[src/rtl/cpu_pkg.sv]
// Shared constants for the 8-bit bus CPU control unit: opcodes, control-word
// bit positions, the all-inactive control word and the T-state encoding.
package cpu_pkg;

  localparam int CW_W = 15;

  localparam logic [3:0] OP_NOP = 4'h0;
  localparam logic [3:0] OP_LDA = 4'h1;
  localparam logic [3:0] OP_ADD = 4'h2;
  localparam logic [3:0] OP_SUB = 4'h3;
  localparam logic [3:0] OP_STA = 4'h4;
  localparam logic [3:0] OP_LDI = 4'h5;
  localparam logic [3:0] OP_JMP = 4'h6;
  localparam logic [3:0] OP_JC  = 4'h7;
  localparam logic [3:0] OP_JZ  = 4'h8;
  localparam logic [3:0] OP_OUT = 4'hE;
  localparam logic [3:0] OP_HLT = 4'hF;

  localparam int CS_CP   = 14;
  localparam int CS_EP   = 13;
  localparam int CS_LP   = 12;
  localparam int CS_NLMA = 11;
  localparam int CS_NLMD = 10;
  localparam int CS_NCE  = 9;
  localparam int CS_NLR  = 8;
  localparam int CS_NLI  = 7;
  localparam int CS_NEI  = 6;
  localparam int CS_NLA  = 5;
  localparam int CS_EA   = 4;
  localparam int CS_SUB  = 3;
  localparam int CS_EU   = 2;
  localparam int CS_NLB  = 1;
  localparam int CS_NLO  = 0;

  // Active-low strobes parked high, active-high strobes parked low.
  localparam logic [CW_W-1:0] IDLE_WORD = 15'h0FE3;

  typedef enum logic [2:0] {
    T0 = 3'd0,
    T1 = 3'd1,
    T2 = 3'd2,
    T3 = 3'd3,
    T4 = 3'd4
  } step_e;

endpackage

[src/rtl/microcode_sequencer_if.sv]
// Control-unit bundle: IR opcode and ALU flags in, control word and status out.
// The sequencer is the master (producer of the control word).
interface microcode_sequencer_if;
  import cpu_pkg::*;

  logic [3:0]      opcode;
  logic            cf;
  logic            zf;
  logic [CW_W-1:0] control_signals;
  logic [2:0]      t_state;
  logic            halted;

  modport master (
    input  opcode, cf, zf,
    output control_signals, t_state, halted
  );

  modport slave (
    output opcode, cf, zf,
    input  control_signals, t_state, halted
  );

endinterface

[src/rtl/microcode_rom.sv]
// Combinational microcode table: (step, opcode, flags) -> control word and a
// flag marking the last step of the current instruction.
module microcode_rom
  import cpu_pkg::*;
(
  input  step_e           step_i,
  input  logic [3:0]      opcode_i,
  input  logic            cf_i,
  input  logic            zf_i,
  output logic [CW_W-1:0] word_o,
  output logic            last_o
);

  // NOTE: every output gets a default before the case so no path leaves it unassigned (no latch).
  always_comb begin
    word_o = IDLE_WORD;
    last_o = 1'b1;
    case (step_i)
      T0: begin
        word_o[CS_EP]   = 1'b1;
        word_o[CS_NLMA] = 1'b0;
        last_o          = 1'b0;
      end
      T1: begin
        word_o[CS_CP]  = 1'b1;
        word_o[CS_NCE] = 1'b0;
        word_o[CS_NLI] = 1'b0;
        last_o         = 1'b0;
      end
      T2: begin
        case (opcode_i)
          OP_LDA, OP_ADD, OP_SUB, OP_STA: begin
            word_o[CS_NEI]  = 1'b0;
            word_o[CS_NLMA] = 1'b0;
            last_o          = 1'b0;
          end
          OP_LDI: begin
            word_o[CS_NEI] = 1'b0;
            word_o[CS_NLA] = 1'b0;
          end
          OP_JMP: begin
            word_o[CS_NEI] = 1'b0;
            word_o[CS_LP]  = 1'b1;
          end
          OP_JC: begin
            word_o[CS_NEI] = !cf_i;
            word_o[CS_LP]  = cf_i;
          end
          OP_JZ: begin
            word_o[CS_NEI] = !zf_i;
            word_o[CS_LP]  = zf_i;
          end
          OP_OUT: begin
            word_o[CS_EA]  = 1'b1;
            word_o[CS_NLO] = 1'b0;
          end
          default: ;
        endcase
      end
      T3: begin
        case (opcode_i)
          OP_LDA: begin
            word_o[CS_NCE] = 1'b0;
            word_o[CS_NLA] = 1'b0;
          end
          OP_ADD, OP_SUB: begin
            word_o[CS_NCE] = 1'b0;
            word_o[CS_NLB] = 1'b0;
            last_o         = 1'b0;
          end
          OP_STA: begin
            word_o[CS_EA]   = 1'b1;
            word_o[CS_NLMD] = 1'b0;
            last_o          = 1'b0;
          end
          default: ;
        endcase
      end
      T4: begin
        case (opcode_i)
          OP_ADD, OP_SUB: begin
            word_o[CS_EU]  = 1'b1;
            word_o[CS_NLA] = 1'b0;
            word_o[CS_SUB] = (opcode_i == OP_SUB);
          end
          OP_STA: word_o[CS_NLR] = 1'b0;
          default: ;
        endcase
      end
      default: ;
    endcase
  end

endmodule

[src/rtl/microcode_sequencer.sv]
// T-state sequencer for the bus CPU: step register, HALT flag and reset forcing
// around the combinational microcode table.
module microcode_sequencer
  import cpu_pkg::*;
#(
  parameter bit HLT_ENABLE = 1'b1
) (
  input logic                  clk,
  input logic                  rst,
  microcode_sequencer_if.master ctrl_if
);

  step_e           step_q, step_d;
  logic            halted_q, halted_d;
  logic [CW_W-1:0] rom_word;
  logic            rom_last;
  logic            hlt_now;

  microcode_rom u_rom (
    .step_i   (step_q),
    .opcode_i (ctrl_if.opcode),
    .cf_i     (ctrl_if.cf),
    .zf_i     (ctrl_if.zf),
    .word_o   (rom_word),
    .last_o   (rom_last)
  );

  // NOTE: state registers use non-blocking assignments so every flop samples pre-edge values.
  always_ff @(posedge clk or posedge rst) begin
    if (rst) begin
      step_q   <= T0;
      halted_q <= 1'b0;
    end else begin
      step_q   <= step_d;
      halted_q <= halted_d;
    end
  end

  assign hlt_now = HLT_ENABLE && (step_q == T2) && (ctrl_if.opcode == OP_HLT);

  // HALT parks the counter on T2; T4 always wraps regardless of the table.
  always_comb begin
    step_d   = step_q;
    halted_d = halted_q;
    if (!halted_q) begin
      if (hlt_now) begin
        halted_d = 1'b1;
      end else if (rom_last || step_q == T4) begin
        step_d = T0;
      end else begin
        step_d = step_e'(step_q + 3'd1);
      end
    end
  end

  assign ctrl_if.control_signals = (rst || halted_q) ? IDLE_WORD : rom_word;
  assign ctrl_if.t_state         = step_q;
  assign ctrl_if.halted          = halted_q;

endmodule

[src/flat_wrapper.sv]
// flat-port wrapper written by rule: the top's interface ports become plain ports
module microcode_sequencer_flat import cpu_pkg::*;
#(
  parameter bit HLT_ENABLE = 1'b1
)
  (clk, rst, ctrl_if_opcode, ctrl_if_cf, ctrl_if_zf, ctrl_if_control_signals, ctrl_if_t_state, ctrl_if_halted);
  microcode_sequencer_if ctrl_if_i ();
  input logic clk;
  input logic rst;
  input wire logic [$bits(ctrl_if_i.opcode)-1:0] ctrl_if_opcode;
  input wire logic [$bits(ctrl_if_i.cf)-1:0] ctrl_if_cf;
  input wire logic [$bits(ctrl_if_i.zf)-1:0] ctrl_if_zf;
  output wire logic [$bits(ctrl_if_i.control_signals)-1:0] ctrl_if_control_signals;
  output wire logic [$bits(ctrl_if_i.t_state)-1:0] ctrl_if_t_state;
  output wire logic [$bits(ctrl_if_i.halted)-1:0] ctrl_if_halted;
  assign ctrl_if_i.opcode = ctrl_if_opcode;
  assign ctrl_if_i.cf = ctrl_if_cf;
  assign ctrl_if_i.zf = ctrl_if_zf;
  assign ctrl_if_control_signals = ctrl_if_i.control_signals;
  assign ctrl_if_t_state = ctrl_if_i.t_state;
  assign ctrl_if_halted = ctrl_if_i.halted;
  microcode_sequencer #(.HLT_ENABLE(HLT_ENABLE)) u_core (.clk(clk), .rst(rst), .ctrl_if(ctrl_if_i));
endmodule
[config.mk]
export PLATFORM = sky130hd
export DESIGN_NAME = microcode_sequencer_flat
export DESIGN_NICKNAME = d
export VERILOG_FILES = /design/src/rtl/cpu_pkg.sv /design/src/rtl/microcode_sequencer_if.sv /design/src/rtl/microcode_rom.sv /design/src/rtl/microcode_sequencer.sv /design/src/flat_wrapper.sv
export SDC_FILE = /design/constraint.sdc
export NUM_CORES = 1
export LEC_CHECK = 0
export CORE_MARGIN = 2
export CORE_UTILIZATION = 30
export DETAILED_ROUTE_END_ITERATION = 10
export PLACE_DENSITY = 0.64
export SYNTH_ARGS = -nofsm -noshare
export SYNTH_HDL_FRONTEND = slang
export SYNTH_SLANG_ARGS = --single-unit
export TNS_END_PERCENT = 1
[constraint.sdc]
create_clock -name clk -period 1.9 [get_ports clk]
set_input_delay 0.285 -clock clk [delete_from_list [all_inputs] [get_ports clk]]
set_output_delay 0.285 -clock clk [all_outputs]
set_load 0.03 [all_outputs]
==> results.md <==
* Status: complete, but fails checks
* Failing checks: negative setup slack
* Worst skew pair latency at 0.23 ns
* Syn_area_per_cell at approximately 7.7 um2
* Pre-antenna DRT Iters at 4
* Critical Path Fanout Max at 2
* Hold Crit Class: input port to asynchronous set/reset pin
* Final WS setup at -0.106 ns
* Post-synthesis sequential area ratio at between 10% and 20%
* Worst-Margin Slew at roughly 0.3 ns
* RSZ-0062 raised after global routing: true
* Chip Width at around 48 um
* Root Buffer: clkbuf_4
* Fmax at approximately 500 MHz
* # Max-Cap Violations at 0
* CP Data Arrival Time at roughly 1.7 ns
* Setup_tns at -0.106 ns
* DRT Wirelength at slightly below 2000 um
* CTS tree: built
* Starting density of the core at 32.5%
* Layout cells sized above 1 at 51.9%
* Tot Pwr at between 0.001 and 0.0015 W
* Flops & latches, synth at 4
* Vias in the first global route at 782
* Peak VDD IR at 0.820 mV
* Normalized max-slew margin at about four fifths
* Final instance area at around 1100 um2
* Mapped cell area at about 570 um2
* Initial antenna violation count at 0
* Placer congestion estimate at about 0.83
* Final min period at 2.01 ns
* Post-Syn Nets at 87
* Die area at between 2000 and 2500 um2
* # setup viols final at 1
* Clock Path Buffers at 2
* Die H at roughly 48 um
* Crit path capture type: primary output
* Crit-path max cell delay at roughly 0.40 ns
* I/O pins at 27
* Clk slew on worst S/H paths at about 0.04 ns
* Pwr per Cell Area at about 1100 nW/um2
* Antenna viol nets, final at 0
* H-tree levels at 1
* IO buf count at 26
* Final setup skew at around 0.0055 ns
* Hold WS at about 0.13 ns
* Ant diodes at 0
* Via/cell ratio at between 4 and 5
* Fin nets at roughly 150
* Grt ovf at 0
* Unique masters post-synth at 34
* CP Cell Sequence: inv_2 > ha_4 > nand3_2 > or3_4 > buf_6 > a211oi_4 > buf_6
* WL/cell at approximately 12 um
* Ys Warns at 0
* Required @ worst endpoint at approximately 1.6 ns
* Most used cell, CP: buf_6
* CORE AREA at approximately 1700 um2
* Clk sinks at 4
* Largest net degree at the start of global routing at 9
* DR iter-0 viols at 3
* Max Slew Vio Count at 0
* Post-Syn Instances at between 70 and 80
* Critical Path Source Type: register
* Syn-to-layout area delta at 99.1%
* # fillers at roughly 180
* Final hold viol count at 0
* Leakage power at about 0.49 nW
* Period utilization at 106%
* Core Rows at 15
* Tot GR Track Use at 20.4%
* First-pass GRT wire length at ~3200 um
* Place WS at -0.339 ns
* Remaining DRCs at 0
* Placed cell area at roughly 1100 um2
* Routed via count at about 750
* Worst path slowest cell: dfrtp_2
* Inserted Clock Buffers at 3
* CP Class: register to primary output
* Final HPWL DP at roughly 1600 um
==> worst paths after layout <==
check	endpoint	cells past startpoint	from	slack, ns
min in group clk	u_core.ctrl_if.t_state[2]$_DFFE_PP0P_	2	u_core.ctrl_if.t_state[2]$_DFFE_PP0P_	0.72
max in group asynchronous	u_core.ctrl_if.t_state[1]$_DFFE_PP0P_	2	rst	1.59
worst min register to register	u_core.ctrl_if.t_state[2]$_DFFE_PP0P_	2	u_core.ctrl_if.t_state[2]$_DFFE_PP0P_	0.72
worst min-delay path	u_core.ctrl_if.t_state[0]$_DFFE_PP0P_	2	rst	0.13
worst max-delay path	ctrl_if_control_signals[4]	7	u_core.ctrl_if.t_state[0]$_DFFE_PP0P_	-0.11
worst max register to register	u_core.ctrl_if.t_state[2]$_DFFE_PP0P_	6	u_core.ctrl_if.t_state[0]$_DFFE_PP0P_	0.34
==> per-stage QoR <==
stage | instances | utilization (%)
2_1_floorplan | 74 | -
3_3_place_gp | 153 | 62.8
3_5_place_dp | 153 | 62.8
4_1_cts | 158 | 65.2
5_1_grt | 158 | 64.8
6_report | 158 | 64.8
==> layout by cell type, fill, tap and decap left out, drive strengths merged <==
master and instances:
buf 43, dlygate4sd2 6, nand3 6, or3 1
o211ai 1, nor3 5, nand4 2, nand2 7
nand3b 1, o32ai 1, o32a 1, o22ai 1
a41oi 2, a221o 1, a211oi 1, and2 1
nor2b 2, or2 4, inv 8, o21a 2
dfrtp 4, a31o 2, nor2 6, and3 1
o21ai 4, ha 5, a32o 1, a32oi 1
clkdlybuf4s50 6, clkbuf 7
==> sequential cells by signal, summed over array words and instances (netlist names) <==
name	cells
u_core.ctrl_if.t_state	3
u_core.ctrl_if.halted	1
==> cells in the mapped netlist, drive strengths merged <==
library cell  instances  share of area (%)
a211oi                1                2.2
a221o                 1                1.8
a31o                  2                3.1
a32o                  1                2.0
a32oi                 1                1.5
a41oi                 2                3.1
and2                  1                1.1
and3                  1                1.1
buf                   3                2.6
dfrtp                 4                 18
ha                    5                 11
inv                   8                5.3
nand2                 7                4.6
nand3                 6                6.2
nand3b                1                1.3
nand4                 2                2.2
nor2                  6                5.7
nor2b                 2                2.6
nor3                  5                5.3
o211ai                1                1.3
o21a                  2                2.6
o21ai                 4                3.5
o22ai                 1                1.1
o32a                  1                1.8
o32ai                 1                2.9
or2                   4                4.4
or3                   1                2.0
==> critical path: cells and delay by family, from the launching register on <==
kind	cells	cell delay (ns)
buf+inv	3	0.35
simple gates	2	0.41
flops	1	0.40
fa+ha+maj	1	0.13
compound gates	1	0.19
==> cell type report <==
type                    instances  area (um2)  share of cell area [%]
clock buffers                   4        26.3                    2.32
well taps                      25        31.3                    2.77
repair buffers                 58         462                    40.8
multi-input cells              59         475                    42.0
flip-flops and latches          4         104                    9.18
inverters                       8        32.5                    2.88
==> power breakdown <==
group          switching [W]  total [W]  internal, W
combinational       0.000491   0.000933     0.000443
clock              0.0000325   0.000111    0.0000786
sequential         0.0000467   0.000176     0.000129
total               0.000570    0.00122     0.000650
==> cells by family after synthesis <==
group | count (synthesis) | synth area share [%]
flops | 4 | 17.6
fa+ha+maj | 5 | 11.0
compound gates | 18 | 26.9
buf+inv | 11 | 7.93
simple gates | 36 | 36.6
==> layer usage <==
layer / routed length [um] / share of wire (%) / GRT usage (%)
met1: 865 / 45 / 23.1
met2: 970 / 50 / 37.6
met3: 87 / 4.5 / 2.26
met4: 15 / 0.77 / 9.44
met5: 0 / 0 / 0
==> what timing repair did <==
item / CTS / global route
gates resized for setup: 14 / 7
pin swaps: 4 / 2
setup endpoints to repair: 13 / 10
hold buffers: 0 / 0
setup buffers: 1 / 0
hold endpoints to repair: 0 / 0
Power figures use the tool's default switching activity.
